File: src/rtl/rename_commit_queue_pkg.sv
// rename_commit_queue_pkg
//   Shared types and default sizing for the rename commit queue.
//   RCQ_DEPTH / RCQ_ARCH_W / RCQ_PHYS_W are the default configuration.
//   rcq_entry_t is the per-entry record at the default register widths.
package rename_commit_queue_pkg;

  localparam int RCQ_DEPTH  = 8;
  localparam int RCQ_ARCH_W = 5;
  localparam int RCQ_PHYS_W = 6;

  typedef struct packed {
    logic                  valid;
    logic                  done;
    logic                  has_rd;
    logic [RCQ_PHYS_W-1:0] prd;
    logic [RCQ_ARCH_W-1:0] ard;
  } rcq_entry_t;

endpackage

File: src/rtl/rename_commit_queue.sv
// rename_commit_queue
//   In-order retirement tracker placed after the renaming map. Renamed
//   instructions are recorded in a circular buffer at the tail. Writebacks
//   mark entries done by tag, in any order. The head entry retires once it
//   is done, one per cycle. Retirement releases its physical rd through
//   we_gp_o / waddr_o.
//
// Ports
//   clk_i, rst_ni        clock, asynchronous active-low reset
//   alloc_*              allocation request; alloc_ready_o = not full,
//                        alloc_tag_o = tag given to this allocation (tail)
//   wb_valid_i/wb_tag_i  out-of-order completion by tag
//   flush_i              discard every entry (highest priority)
//   we_gp_o/waddr_o      registered release strobe and physical rd
//   commit_ard_o         architectural rd of the retiring entry (trace)
//   count_o              occupied entries
//   wb_err_o             sticky: a writeback hit an invalid entry
//
// Build option
//   RENAME_CQ_WB_BYPASS_EN: when defined, a writeback to the head entry
//   retires it on the same edge. This saves one cycle of release latency.
module rename_commit_queue
  import rename_commit_queue_pkg::*;
#(
  parameter int ARCH_REG_WIDTH = RCQ_ARCH_W,
  parameter int PHYS_REG_WIDTH = RCQ_PHYS_W,
  parameter int DEPTH          = RCQ_DEPTH,
  parameter int TAG_WIDTH      = $clog2(DEPTH)
) (
  input  logic                      clk_i,
  input  logic                      rst_ni,
  input  logic                      alloc_valid_i,
  input  logic                      alloc_has_rd_i,
  input  logic [PHYS_REG_WIDTH-1:0] alloc_prd_i,
  input  logic [ARCH_REG_WIDTH-1:0] alloc_ard_i,
  output logic                      alloc_ready_o,
  output logic [TAG_WIDTH-1:0]      alloc_tag_o,
  input  logic                      wb_valid_i,
  input  logic [TAG_WIDTH-1:0]      wb_tag_i,
  input  logic                      flush_i,
  output logic                      we_gp_o,
  output logic [PHYS_REG_WIDTH-1:0] waddr_o,
  output logic [ARCH_REG_WIDTH-1:0] commit_ard_o,
  output logic [$clog2(DEPTH):0]    count_o,
  output logic                      wb_err_o
);

  localparam int CNT_W = $clog2(DEPTH) + 1;

  // Same shape as rcq_entry_t, but sized by this instance's parameters.
  typedef struct packed {
    logic                      valid;
    logic                      done;
    logic                      has_rd;
    logic [PHYS_REG_WIDTH-1:0] prd;
    logic [ARCH_REG_WIDTH-1:0] ard;
  } entry_t;

  entry_t                    r_entries [DEPTH];
  logic [TAG_WIDTH-1:0]      r_head;
  logic [TAG_WIDTH-1:0]      r_tail;
  logic [CNT_W-1:0]          r_count;
  logic                      r_we_gp;
  logic [PHYS_REG_WIDTH-1:0] r_waddr;
  logic [ARCH_REG_WIDTH-1:0] r_commit_ard;
  logic                      r_wb_err;

  logic w_alloc_ready;
  logic w_alloc_fire;
  logic w_wb_hit;
  logic w_wb_bad;
  logic w_head_done;
  logic w_retire;

  // Ready depends only on the pre-edge count. A retire in the same cycle
  // does not open a slot until the next cycle.
  assign w_alloc_ready = (r_count != CNT_W'(DEPTH));
  assign w_alloc_fire  = alloc_valid_i && w_alloc_ready;
  assign w_wb_hit      = wb_valid_i && r_entries[wb_tag_i].valid;
  // A bad writeback during a flush is discarded together with the flush.
  assign w_wb_bad      = wb_valid_i && !r_entries[wb_tag_i].valid && !flush_i;

`ifdef RENAME_CQ_WB_BYPASS_EN
  assign w_head_done = r_entries[r_head].done ||
                       (wb_valid_i && (wb_tag_i == r_head) && r_entries[r_head].valid);
`else
  assign w_head_done = r_entries[r_head].done;
`endif

  assign w_retire = r_entries[r_head].valid && w_head_done;

  always_ff @(posedge clk_i or negedge rst_ni) begin
    if (!rst_ni) begin
      for (int i = 0; i < DEPTH; i++) begin
        r_entries[i] <= '0;
      end
      r_head       <= '0;
      r_tail       <= '0;
      r_count      <= '0;
      r_we_gp      <= 1'b0;
      r_waddr      <= '0;
      r_commit_ard <= '0;
      r_wb_err     <= 1'b0;
    end else begin
      if (w_wb_bad) begin
        r_wb_err <= 1'b1;
      end
      if (flush_i) begin
        for (int i = 0; i < DEPTH; i++) begin
          r_entries[i].valid <= 1'b0;
        end
        r_head  <= '0;
        r_tail  <= '0;
        r_count <= '0;
        r_we_gp <= 1'b0;
      end else begin
        if (w_wb_hit) begin
          r_entries[wb_tag_i].done <= 1'b1;
        end
        // The tail slot is never the head of a valid entry while allocation is
        // allowed. It is also never a writeback target, because the tail entry
        // is invalid. So these writes cannot collide.
        if (w_alloc_fire) begin
          r_entries[r_tail].valid  <= 1'b1;
          r_entries[r_tail].done   <= 1'b0;
          r_entries[r_tail].has_rd <= alloc_has_rd_i;
          r_entries[r_tail].prd    <= alloc_prd_i;
          r_entries[r_tail].ard    <= alloc_ard_i;
          r_tail                   <= r_tail + TAG_WIDTH'(1);
        end
        if (w_retire) begin
          r_entries[r_head].valid <= 1'b0;
          r_head                  <= r_head + TAG_WIDTH'(1);
          r_we_gp                 <= r_entries[r_head].has_rd;
          r_waddr                 <= r_entries[r_head].prd;
          r_commit_ard            <= r_entries[r_head].ard;
        end else begin
          r_we_gp <= 1'b0;
        end
        case ({w_alloc_fire, w_retire})
          2'b10:   r_count <= r_count + CNT_W'(1);
          2'b01:   r_count <= r_count - CNT_W'(1);
          default: r_count <= r_count;
        endcase
      end
    end
  end

  assign alloc_ready_o = w_alloc_ready;
  assign alloc_tag_o   = r_tail;
  assign count_o       = r_count;
  assign we_gp_o       = r_we_gp;
  assign waddr_o       = r_waddr;
  assign commit_ard_o  = r_commit_ard;
  assign wb_err_o      = r_wb_err;

endmodule

File: config.mk
export PLATFORM = sky130hd
export DESIGN_NAME = rename_commit_queue
export DESIGN_NICKNAME = d
export VERILOG_FILES = /design/src/rtl/rename_commit_queue_pkg.sv /design/src/rtl/rename_commit_queue.sv
export SDC_FILE = /design/constraint.sdc
export NUM_CORES = 1
export LEC_CHECK = 0
export BUFFER_PORTS_ARGS = -buffer_cell sky130_fd_sc_hd__buf_2
export CAP_MARGIN = 20
export CORE_MARGIN = 3
export CORE_UTILIZATION = 68
export CTS_BUF_LIST = sky130_fd_sc_hd__clkbuf_8
export CTS_CLUSTER_SIZE = 24
export DETAILED_ROUTE_END_ITERATION = 16
export PLACE_DENSITY = 0.9
export REMOVE_ABC_BUFFERS = 1
export SYNTH_ARGS = -nofsm -noshare
export SYNTH_HDL_FRONTEND = slang
export SYNTH_SLANG_ARGS = --single-unit
File: constraint.sdc
create_clock -name clk_i -period 7.78 [get_ports clk_i]
set_input_delay 0.778 -clock clk_i [delete_from_list [all_inputs] [get_ports clk_i]]
set_output_delay 0.778 -clock clk_i [all_outputs]
set_load 0.03 [all_outputs]
==> results of run 1 <==
-- per-layer routing --
metal  vias up  GRT usage, %
met3        50         7.645
met2       222         49.48
li1       1860             -
met4         0         13.84
met1      2232         41.11
met5         -             0
-- report_power, final --
part	switching, W	internal (W)
Clock	0.000325	0.000239
Sequential	0.0000709	0.000806
Combinational	0.000152	0.000146
-- worst max-delay path, stage by stage, from the launching register on --
cell and delay [ns]:
dfrtp_1 0.72, buf_4 0.43, mux2_1 0.35, a221o_1 0.39
a22oi_2 0.33, nor3_1 0.14, ha_1 0.35, o21a_1 0.15
a211oi_1 0.35, nor3b_1 0.32, o211ai_1 0.12, nand2_1 0.09
-- final cells by class --
type / instances / share of cell area (%)
Multi-Input combinational cell: 304 / 40.51
Sequential cell: 135 / 48.38
Tap cell: 108 / 1.935
Timing Repair Buffer: 45 / 3.440
Clock inverter: 15 / 2.114
Inverter: 5 / 0.2688
Clock buffer: 17 / 3.351
-- cells in the final DEF (no fill, tap or decap), types with 4 or more instances in the layout --
master	instances
mux4_2	16
buf_2	39
ha_1	4
nor2_1	12
mux2i_1	5
a221oi_1	13
dfrtp_1	135
o22ai_1	5
mux2_2	104
nand3_1	4
buf_4	6
inv_6	7
mux2_4	7
a21oi_1	21
a31oi_1	16
nor2b_1	10
clkbuf_8	17
nand2_1	25
inv_8	4
o21ai_0	4
a311oi_1	8
and3_1	4
-- through the flow --
stage          hold slack, ns  setup WS (ns)  cells
2_1_floorplan          0.4720          4.614    444
3_3_place_gp           0.4345          4.436    597
3_5_place_dp           0.4479          4.219    597
4_1_cts                0.3953          4.004    629
5_1_grt                0.4248          3.782    629
6_report               0.3762          3.970    629
-- logic make-up after synthesis --
family | count (synthesis)
flip-flops | 135
XOR/XNOR | 4
adder cells (fa/ha/maj) | 4
buffers and inverters | 37
AND/OR/NAND/NOR | 73
multiplexers | 134
AO/OA/AOI/OAI | 89
-- synth_stat cells (2+ instances only) --
cell      instances
dfrtp_1         135
mux2_2          104
nand2_1          25
a21oi_1          21
a31oi_1          16
mux4_2           16
clkbuf_1         15
a221oi_1         13
nor2_1           12
nor2b_1          10
a311oi_1          8
buf_2             8
buf_6             8
mux2_4            7
mux2i_1           5
o22ai_1           5
and3_1            4
ha_1              4
nand3_1           4
o21ai_0           4
a221o_1           3
a22oi_1           3
inv_1             3
nand2_2           3
a211oi_1          2
a21o_1            2
and2_1            2
nor3_1            2
nor3_2            2
nor3b_1           2
o211a_1           2
xnor2_1           2
xor2_1            2
-- worst max-delay path by stage --
stage                     slack [ns]       from          to  cells past startpoint
after global placement          4.44  r_head[2]  count_o[3]                     11
after global routing            3.78  r_head[2]  count_o[3]                     11
after floorplan                 4.61  r_head[2]  count_o[3]                     10
after detailed placement        4.22  r_head[2]  count_o[3]                     11
final                           3.97  r_head[2]  count_o[3]                     11
after CTS                       4.00  r_head[2]  count_o[3]                     11
==> results.md, run 1 <==
Global route:
- Global routing finished with a remaining overflow of 0.
- The number of global-route vias before repair is ~4500.
- The largest net degree at the start of global routing is 81.
- The number of antenna violations at the first check in global routing is 0.
- The wire length of the first global-routing pass is between 20000 and 25000 um.
- The global-route usage over all layers is 31.17%.

Critical path:
- The biggest fanout along the worst timing path is 28.
- The logic depth of the worst register-to-register path is 11.
- The worst setup path is captured at a flop.
- For flop-to-flop paths, the worst setup slack is 3.97 ns.
- The start-to-end type of the worst setup path is reg -> reg.
- The worst reg2reg path startpoint is r_head[2].
- The endpoint arrival time on the critical path is around 4.2 ns.
- The sort of element at the start of the critical path is a flop.
- STA puts the critical path data required time at ~8 ns.
- In this run the critical register-to-register path is captured at count_o[3].

Synth:
- Summing the areas of all compound-gate instances in the mapped netlist gives about a tenth of the synthesized area.
- The number of enable-type register cells in the synthesized netlist is 0.
- The average instance area after synthesis is roughly 13 sq um.
- The synthesized instance count is 476.
- Of the total synthesized cell area, the portion taken by AND, OR, NAND and NOR gates is ~6%.
- In this run the biggest area consumer among cell types represents 52.62% of the synthesized area.
- The synthesized netlist devotes 0.7796% of its cell area to adder and majority cells.
- After Yosys synthesis, XOR and XNOR cells account for less than 1% of the synthesized area.
- The dominant cell type by area after synthesis is dfrtp_1.
- The leading register cell type out of synthesis is dfrtp_1.
- The flop and latch count out of synthesis is 135.
- The synthesized netlist contains 55 unique library cells.
- For this run, asynchronously set or reset flops after synthesis account for 100.0%.
- The yosys synthesis warning count is 0.
- The cell area after technology mapping is 6420 sq um.
- The sequential fraction of the synthesis area is about 53%.
- The mux share of post-synthesis cell area is 26.80%.
- In the post-synthesis netlist, the biggest area contributors are dfrtp_1 (53%), mux2_2 (18%), mux4_2 (5.6%).
- The largest family of logic cells by synthesized area is multiplexers.

Routing:
- In the routed design, unresolved DRC markers number 0.
- The final route contains between 4000 and 5000 vias.
- The count of antenna-violating nets left after detailed routing is 0.
- In the detailed route, the total length drawn on met2 is 7585 um.
- The detailed router put a total of 6127 um of wire on met1.
- The final routed wire length divided by cell count is between 20 and 25 um.
- The highest metal layer used by the detailed router is met4.
- The iteration-0 DRC count of the detailed router is 389.
- Dividing the detail-routed via count by the number of cells gives between 6 and 7.
- The post-detailed-routing wire length is approximately 15000 um.
- The routed design uses between 1000 and 1500 um of met3 wire.
- The number of iterations in the first detailed-routing pass is 5.

CTS:
- Once the clock tree was built, the resizer swapped 0 gates to a different size.
- TritonCTS built the clock tree.
- The cts-stage hold buffer count is 0.
- Counting every sink on the clock net gives 135.
- After clock tree synthesis, the clock-pin slew on the worst setup and hold paths is about 0.09 ns.
- Clock tree synthesis selected as its root buffer the cell clkbuf_8.
- The later pin in the worst-skew pair is clocked with a latency of about 0.45 ns.
- The number of H-tree levels is 4.
- Counting along the longest clock path gives a buffer depth of 2.
- The post-CTS setup-driven buffer insertion count is 0.
- The number of buffers created by CTS is 17.

STA:
- The total negative setup slack is 0 ns.
- The fmax is between 200 and 300 MHz.
- The clock skew is between 0.01 and 0.015 ns.
- The final count of pins violating max slew is 0.
- The final count of hold timing violations is 0.
- Measured against its own limit, the worst slew margin works out to between 30 and 40%.
- Dividing the final minimum period by the clock period gives between 40 and 50%.
- The time the worst path needs with I/O delays and setup is 3.810 ns.
- At the pin with the least slew margin, the transition time is approximately 1 ns.
- Setup repair after global routing left no endpoint under its margin.
- The number of endpoints failing setup at the final stage is 0.

Placement:
- The detailed-placement wirelength estimate is 9311 um.
- The count of port buffers added during placement is 40.
- Routability-driven placement finished with a final weighted congestion of around 0.90.
- The placed standard-cell area is around 6600 sq um.

Run status:
- The flow ran to the end, and the final reports show no timing, DRC or antenna violations.

Floorplan:
- The floorplan step defined a die boundary enclosing around 11000 sq um.
- The chip width is 103.2 um.
- Measured along the y axis, the die boundary spans 103.2 um.
- The core outline area is 8934 sq um.
- The I/O pin total is between 40 and 50.
- In this run the core area contains 34 standard-cell rows.
- The starting utilization of the core area is 71.86%.

Finish:
- The repair_antennas step left the layout with diodes totalling 0.
- The final instance area is around 7000 sq um.
- Relative to the synthesized area, the layout overhead comes to 8.770%.
- The area used by sequential logic in the layout is between 3000 and 4000 sq um.
- The net count reported at finish is approximately 530.
- The fraction of final layout cells with drive strength greater than 1 is 41.65%.
- The area of the multi-input gates is roughly 2800 sq um.
- The share of the core filled with cells is between 70 and 80%.
- Fill cells in the final layout number just over 500.

Power and ir drop:
- The power density of the placed cells is between 200 and 250 nW/um^2.
- Across the VDD grid, the largest voltage drop is around 160 uV.
- The leakage power total is around 3.3 nW.
- Power comes to around 0.0017 W.

Hold path:
- The worst hold path belongs to the class in -> async.

Run:
- Max-cap violations in this run came to 0.
Note: power is estimated with default switching activity, not from simulation.
==> inputs of run 2 (changes only) <==
--- a/config.mk
+++ b/config.mk
@@ -5,14 +5,15 @@
 export SDC_FILE = /design/constraint.sdc
 export NUM_CORES = 1
 export LEC_CHECK = 0
+export ABC_AREA = 1
 export BUFFER_PORTS_ARGS = -buffer_cell sky130_fd_sc_hd__buf_2
 export CAP_MARGIN = 20
 export CORE_MARGIN = 3
-export CORE_UTILIZATION = 68
+export CORE_UTILIZATION = 63
 export CTS_BUF_LIST = sky130_fd_sc_hd__clkbuf_8
 export CTS_CLUSTER_SIZE = 24
 export DETAILED_ROUTE_END_ITERATION = 16
-export PLACE_DENSITY = 0.9
+export PLACE_DENSITY = 0.85
 export REMOVE_ABC_BUFFERS = 1
 export SYNTH_ARGS = -nofsm -noshare
 export SYNTH_HDL_FRONTEND = slang
==> constraint.sdc (replaced) <==
create_clock -name clk_i -period 3.8 [get_ports clk_i]
set_input_delay 0.38 -clock clk_i [delete_from_list [all_inputs] [get_ports clk_i]]
set_output_delay 0.38 -clock clk_i [all_outputs]
set_load 0.03 [all_outputs]
==> run 2 against run 1 <==
  * Count of clock-buffer cells in the layout grew 2
  * Sequential share of layout area rose by 0.94 points
  * First-iteration DRC count increased by 63%
  * Final cell count rose by 43%
  * Synthesized cell count is 51% higher
  * Core utilization decreased by 5.1 points
  * Maximum frequency rose by 35%
  * Via count rose by 23%
  * Largest power group unchanged
  * Die area up 3.3%
==> results.md, run 2 <==
Synth:
- The cell area after technology mapping is 6158 sq um.
- Of the post-synthesis cell area, the dominant cell type holds a little over half.
- The average instance area after synthesis is between 8 and 9 sq um.
- After synthesis, the cell types taking the most area are dfrtp_1 (55%), nand2_1 (12%), o21ai_0 (9.8%).
- The sequential fraction of the synthesis area is ~55%.
- The synthesized netlist contains 40 unique library cells.
- In the post-synthesis netlist, the cell with the most instances is nand2_1.
- The dominant cell type by area after synthesis is dfrtp_1.
- In the synthesized netlist the async set-or-reset flop fraction comes to 100.0%.
- By count the netlist is led by nand2_1 (205), dfrtp_1 (135), o21ai_0 (121).
- The flop and latch count out of synthesis is between 100 and 150.
- Counting flops with a built-in enable in the synthesized netlist gives 0.
- Yosys printed 0 warnings.
- The synthesized instance count is approximately 720.
- The leading register cell type out of synthesis is dfrtp_1.

Finish:
- Once layout is complete, the cells apart from fillers number approximately 900.
- In the final layout, the share of cells above drive strength 1 is approximately 13%.
- The final antenna diode count is 0.
- The most frequent standard cell in the layout excluding fill and tap cells is nand2_1.
- In the layout the commonest cells are nand2_1 (205), dfrtp_1 (135), o21ai_0 (121).
- The layout overhead on the synthesized area is 11.24%.
- The number of fill cells is between 700 and 800.
- The net count reported at finish is 779.

STA:
- The final count of hold timing violations is 0.
- The worst path uses 74.29% of the clock period.
- On the final layout, the worst clock skew is 0.01003 ns.
- For the pin with the worst max-slew slack, the measured transition is ~1.1 ns.
- In the final timing run, aggregate negative setup slack is 0 ns.
- The final count of pins violating max slew came to 0.
- Setup violations remaining at the end of the flow were counted as 0.
- Setup repair after global routing left no endpoint under its margin.
- The smallest clock period supported by the final layout is computed as 2.823 ns.
- In this run the tightest slew margin relative to its limit is just under 30%.
- Based on the critical path, the design can be clocked at up to ~350 MHz.

Routing:
- For this block, the via count after detailed routing is 5361.
- Dividing the detail-routed wire length by the instance count gives approximately 18 um.
- The number of iterations in the first detailed-routing pass is 6.
- The number of remaining DRC errors is 0.
- In this run the remaining antenna-violating nets after routing total 0.
- After the first detailed-routing iteration, the DRC count stood at 636.
- The post-detailed-route via-to-cell ratio is roughly 6.0.
- The post-detailed-routing wire length is 16040 um.

Power and ir drop:
- The relative contribution of the clock network to total power is between 30% and 40%.
- The power density of the placed cells is 501.1 nW/um^2.
- Summed over all cells, the static leakage comes to around 3.5 nW.
- The share of total power in combinational logic is 14.6%.
- Summed over all nets, the switching power comes to 0.001036 W.
- The switching part of the total is 30.18%.
- The highest ir drop seen on vdd is 393.9 uV.
- The internal portion of the total power is 0.002397 W.
- Of the total power, registers draw 52.3%.

Run:
- Max-cap violations in this run came to 0.

Run status:
- The run finished with clean final reports.

CTS:
- The root buffer selected by CTS is clkbuf_8.
- Counting every sink on the clock net gives 135.
- The clock-pin slew of the registers on the worst-case setup and hold paths is approximately 0.08 ns.
- The TritonCTS clock tree is yes.
- The number of resized instances in the post-cts repair step is 0.
- The number of H-tree levels is 4.
- The clock passes through at most 2 buffers.
- Buffers inserted during clock tree synthesis total 17.
- Clock latency on the worst-skew pair, taken at its later pin, is between 0.4 and 0.5 ns.

Global route:
- Global routing used 30.35% of the available tracks.
- The wire length of the first global-routing pass is around 26000 um.
- The number of global-route vias before repair is a little over 5000.
- Entering global routing, the biggest net connects about 120 pins.
- For this run the aggregate overflow at the end of global routing stands at 0.
- The number of antenna violations at the first check in global routing is 0.

Critical path:
- The required time at the endpoint of the critical path is about 4.2 ns.
- The endpoint arrival time on the critical path is between 3 and 4 ns.
- STA classifies the critical path endpoint as a flop.
- The sort of element at the start of the critical path is a flop.
- The start-to-end type of the worst setup path is reg -> reg.
- In this run the worst path has a maximum fanout of 14.

Floorplan:
- The initial utilization of the core area, before any placement, comes to about two thirds.
- The overall die height is about 100 um.
- The initialized floorplan defines 35 standard-cell rows.
- The I/O pin total is 41.
- The chip width is around 100 um.
- The overall die area is between 10000 and 15000 sq um.
- After floorplanning, the core was sized to cover approximately 9400 sq um.

Placement:
- The last weighted congestion value of the routability-driven placer is roughly 0.87.
- The count of port buffers added during placement is 40.
- The number of placed instances with taps included is between 800 and 900.
- The HPWL after detailed placement is roughly 10000 um.

Hold path:
- The class of the tightest hold or removal check is in -> reg.
run 2: changes by cell type after synthesis, sizes merged, moves of 15 or more:
| cell | before | now |
|---|---|---|
| mux4 | 16 | 0 |
| mux2 | 112 | 3 |
| a31oi | 16 | 1 |
| nand2 | 28 | 208 |
| nand3 | 5 | 22 |
| nor2 | 12 | 27 |
| inv | 4 | 86 |
| o21ai | 4 | 124 |
run 2: metal layers:
layer	routed length, um	global-route usage [%]	vias to the layer above
met5	0	0	-
li1	-	-	2443
met2	7520	47.94	281
met1	6613	41.16	2584
met3	1349	6.238	53
met4	559	12.93	0
run 2: final timing paths:
check                          startpoint         end  slack (ns)  depth (start not counted)
max                            count_o[1]        flop        0.98                          8
min                        alloc_prd_i[2]        flop        0.16                          3
max reg2reg                    count_o[1]        flop        0.98                          8
min reg2reg                      wb_err_o    wb_err_o        0.48                          1
max in group asynchronous          rst_ni  waddr_o[3]        2.52                          4
min in group asynchronous          rst_ni    wb_err_o        0.34                          2
run 2: worst max-delay path, stage by stage, from the launching register on:
cell and delay [ns]:
dfrtp_1 0.39, inv_1 0.09, nand4_1 0.11, nand2_1 0.25, nor2_4 0.25, inv_2 0.10
nor2_1 0.80, inv_1 0.45, o21ai_0 0.28
run 2: area by class of cell:
class	instances	area [sq um]	share of cell area (%)
clock buffer	19	261.5	3.817
clock inverter	13	120.1	1.753
inverter	88	332.8	4.858
multi-input combinational	466	2315	33.79
sequential	135	3378	49.32
tap	129	161.4	2.356
timing repair buffer	47	281.5	4.110
run 2: metrics by stage:
step	cell area (sq um)	worst slack, ns	hold slack [ns]	total power [W]	utilization (%)
2_1_floorplan	6026	1.374	0.08441	0.002112	-
3_3_place_gp	6431	1.071	0.4561	0.002269	68.62
3_5_place_dp	6431	1.072	0.4689	0.002307	68.62
4_1_cts	6813	1.035	0.1370	0.003427	72.70
5_1_grt	6850	0.7319	0.1726	0.003592	73.10
6_report	6850	0.9770	0.1580	0.003433	73.10
run 2: power groups by stage:
stage	registers (W)	clock network, W	logic, W
6_report	0.00180	0.00114	0.000501
4_1_cts	0.00179	0.00114	0.000497
2_1_floorplan	0.00184	0	0.000275
5_1_grt	0.00182	0.00121	0.000568
3_5_place_dp	0.00181	0	0.000494
3_3_place_gp	0.00180	0	0.000466
run 2: cell families (layout without fill, tap and decap cells):
group / after synthesis / in the layout / synth area share (%)
flops: 135 / 135 / 54.86
simple gates: 280 / 280 / 19.30
mux: 3 / 3 / 0.5485
buf+inv: 116 / 167 / 7.558
fa+ha+maj: 4 / 4 / 0.8127
compound gates: 179 / 179 / 16.92
run 2: timing repair:
action                                 CTS  global route
buffers inserted                         0             0
endpoints found under the hold margin    0            19
hold buffers                             0             1
==> inputs of run 3 (changes only) <==
==> constraint.sdc (replaced) <==
create_clock -name clk_i -period 2.6 [get_ports clk_i]
set_input_delay 0.26 -clock clk_i [delete_from_list [all_inputs] [get_ports clk_i]]
set_output_delay 0.26 -clock clk_i [all_outputs]
set_load 0.03 [all_outputs]
==> run 3 against run 2 <==
  * Setup slack got worse by 0.70 ns
  * Sequential power is 46% higher
  * Core utilization up 1.2 points
  * Clock power increased by 55%
  * Critical path depth is 6 higher
  * Maximum frequency is 22% higher
  * Global-route usage is 0.49 points higher
  * Largest cell class unchanged
==> results.md, run 3 (same netlist as run 2, synthesis figures left out) <==
Critical path:
- In this run the critical register-to-register path is captured at count_o[3].
- The biggest fanout along the worst timing path is 20.
- The start-to-end type of the worst setup path is reg -> reg.
- The register-to-register path setup slack is between 0.2 and 0.3 ns.
- The worst reg2reg path startpoint is r_head[0].
- STA classifies the critical path startpoint as a flop.
- The kind of capture point of the worst setup path is a flop.
- The number of cells on the worst reg-to-reg path is 14.
- Data on the critical path is required at its endpoint by just under 3 ns.
- The endpoint arrival time on the critical path is 2.64 ns.

CTS:
- The number of buffers created by CTS is 17.
- The clock-pin slew of the registers on the worst-case setup and hold paths is roughly 0.080 ns.
- The TritonCTS clock tree is yes.
- The clock drives roughly 140 sinks.
- The root buffer selected by CTS is clkbuf_8.
- The later pin in the worst-skew pair is clocked with a latency of about 0.44 ns.
- The number of H-tree levels is 4.
- The maximum number of buffers from clock root to sink is 2.

Routing:
- In the routed design, unresolved DRC markers number 0.
- The pre-antenna-repair detailed-routing pass consisted of 6 iterations.
- Using the TritonRoute via totals, the vias-per-cell ratio works out to 6.028.
- The routed layout has about 5500 vias.
- The post-detailed-routing wire length is ~16000 um.
- The iteration-0 DRC count of the detailed router is 578.
- The detail route stage leaves a number of antenna-violating nets equal to 0.
- Dividing the detail-routed wire length by the instance count gives about 18 um.

Power and ir drop:
- Per report_power, the combinational group accounts for between 10% and 20% of the total.
- The analysis attributes to cell leakage a power of around 3.5 nW.
- The clock network is responsible for between 30% and 40% of the overall power.
- The power density of the placed cells is between 700 and 800 nW/um^2.
- For this design the total switching power over the nets is between 0.0015 and 0.002 W.
- Cell internal power was estimated by the tool at 0.003608 W.
- The highest ir drop seen on vdd is about 640 uV.
- In this run, flip-flops and latches consume just over 50% of the power.
- The switching part of the total is approximately 30%.

STA:
- The clock skew is between 0.01 and 0.015 ns.
- The total negative setup slack is 0 ns.
- The actual transition at the worst max-transition pin is a little under 0.8 ns.
- The final count of hold timing violations is 0.
- The smallest hold slack is ~0.056 ns.
- Setup repair after global routing left no endpoint under its margin.
- The share of the clock period used by the worst path after layout is between 80% and 90%.
- The worst slew slack as a fraction of its limit is 48.46%.
- The number of endpoints failing setup at the final stage is 0.
- The final count of pins violating max slew is 0.
- Based on the critical path, the design can be clocked at up to ~430 MHz.
- The time the worst path needs with I/O delays and setup is roughly 2.3 ns.

Hold path:
- The cell depth of the worst hold path is 3.
- In this run the worst hold path is classified as in -> reg.
- The worst hold path begins at alloc_ard_i[4].

Finish:
- The number of fill cells is 704.
- Leaving out fill and tap cells, the most frequent cells in the layout are nand2_1 (204), dfrtp_1 (133), o21ai_0 (121).
- The most frequent standard cell in the layout excluding fill and tap cells is nand2_1.
- The area used by sequential logic in the layout is ~3400 sq um.
- The net count reported at finish is between 700 and 800.
- The post-route non-filler standard cell count is 909.
- The share of the core filled with cells is roughly 74%.
- The fraction of final layout cells with drive strength greater than 1 is approximately 15%.
- The final antenna diode count is 0.
- The multi-input combinational cells in the finished layout cover a total of between 2000 and 2500 sq um.
- The layout overhead on the synthesized area is 13.10%.

Floorplan:
- The starting utilization of the core area is between 60% and 70%.
- The overall die height is around 100 um.
- The floorplan step defined a core boundary enclosing roughly 9400 sq um.
- The standard-cell row count is 35.
- For this design the top-level I/O count stands at between 40 and 50.
- The die covers 11000 sq um.
- The chip width is between 100 and 150 um.

Global route:
- The number of antenna violations at the first check in global routing is 0.
- Entering global routing, the biggest net connects a little over 80 pins.
- The first global-routing pass estimated roughly 27000 um of wire.
- The number of global-route vias before repair came to 5322.
- Global routing finished with a remaining overflow of 0.
- Global routing used between 30% and 40% of the available tracks across all layers.

Placement:
- The count of port buffers added during placement is 40.
- The number of placed instances with taps included is 876.
- After legalization and detailed placement, the total HPWL measured 10410 um.
- At the end of routability-driven placement, the weighted congestion stood at between 0.8 and 0.9.

Run:
- Max-cap violations in this run came to 0.

Run status:
- The flow ran to the end, and the final reports show no timing, DRC or antenna violations.
==> run 3: cell count changes in the layout (fill, tap and decap cells not counted), sizes merged <==
cell / before / now
buf: 46 / 58
bufinv: 1 / 2
clkinvlp: 3 / 1
inv: 90 / 91
==> run 3: stage by stage <==
step / cell area, sq um / setup WS (ns) / total power (W)
global route: 6965 / 0.05713 / 0.005363
detailed placement: 6541 / 0.1899 / 0.003367
floorplan: 6026 / 0.1737 / 0.003087
CTS: 6958 / 0.1295 / 0.005124
finish: 6965 / 0.2802 / 0.005126
global placement: 6541 / 0.3400 / 0.003311
==> run 3: critical path: stages (launching register included) <==
cell,delay (ns)
dfrtp_4,0.59
o21ai_0,0.23
nand2_1,0.08
nand2_1,0.06
nand2_1,0.06
nand2_2,0.12
nand3_1,0.14
inv_2,0.13
ha_1,0.26
inv_1,0.08
nor2_1,0.05
nor2_1,0.14
nand3_1,0.11
nand3_1,0.10
nand2_1,0.06
==> run 3: routing by layer <==
metal / part of all wire, % / global-route usage (%) / routed length (um)
met1: 38 / 40.26 / 6245
met2: 47 / 47.30 / 7621
met3: 10 / 9.018 / 1665
met4: 4.3 / 15.37 / 690
met5: 0 / 0 / 0
==> run 3: timing repair <==
action                     in CTS  in global routing
setup endpoints to repair       0                  1
hold endpoints to repair       79                  0
setup buffers                   0                  0
resized for setup               0                  5
hold buffers                    1                  0
==> run 3: power by group through the flow <==
stage	clock network (W)	registers [W]	logic, W
floorplan	0	0.00268	0.000402
global placement	0	0.00263	0.000681
detailed placement	0	0.00265	0.000721
CTS	0.00178	0.00261	0.000733
global route	0.00188	0.00265	0.000830
finish	0.00177	0.00262	0.000732
==> run 3: how the worst max path moves through the flow <==
stage / slack [ns] / to / startpoint
after floorplan: 0.17 / count_o[3] / count_o[0]
after global placement: 0.34 / count_o[3] / r_head[0]
after detailed placement: 0.19 / count_o[3] / r_head[0]
after CTS: 0.13 / count_o[3] / r_head[0]
after global routing: 0.06 / count_o[3] / r_head[0]
final: 0.28 / count_o[3] / r_head[0]
==> run 3: area by class of cell <==
class                      instances  share of cell area, %
clock buffer                      19                  3.754
clock inverter                    13                  2.084
inverter                          88                  4.778
multi-input combinational        466                  33.27
sequential                       135                  48.57
tap                              129                  2.317
timing repair buffer              59                  5.227
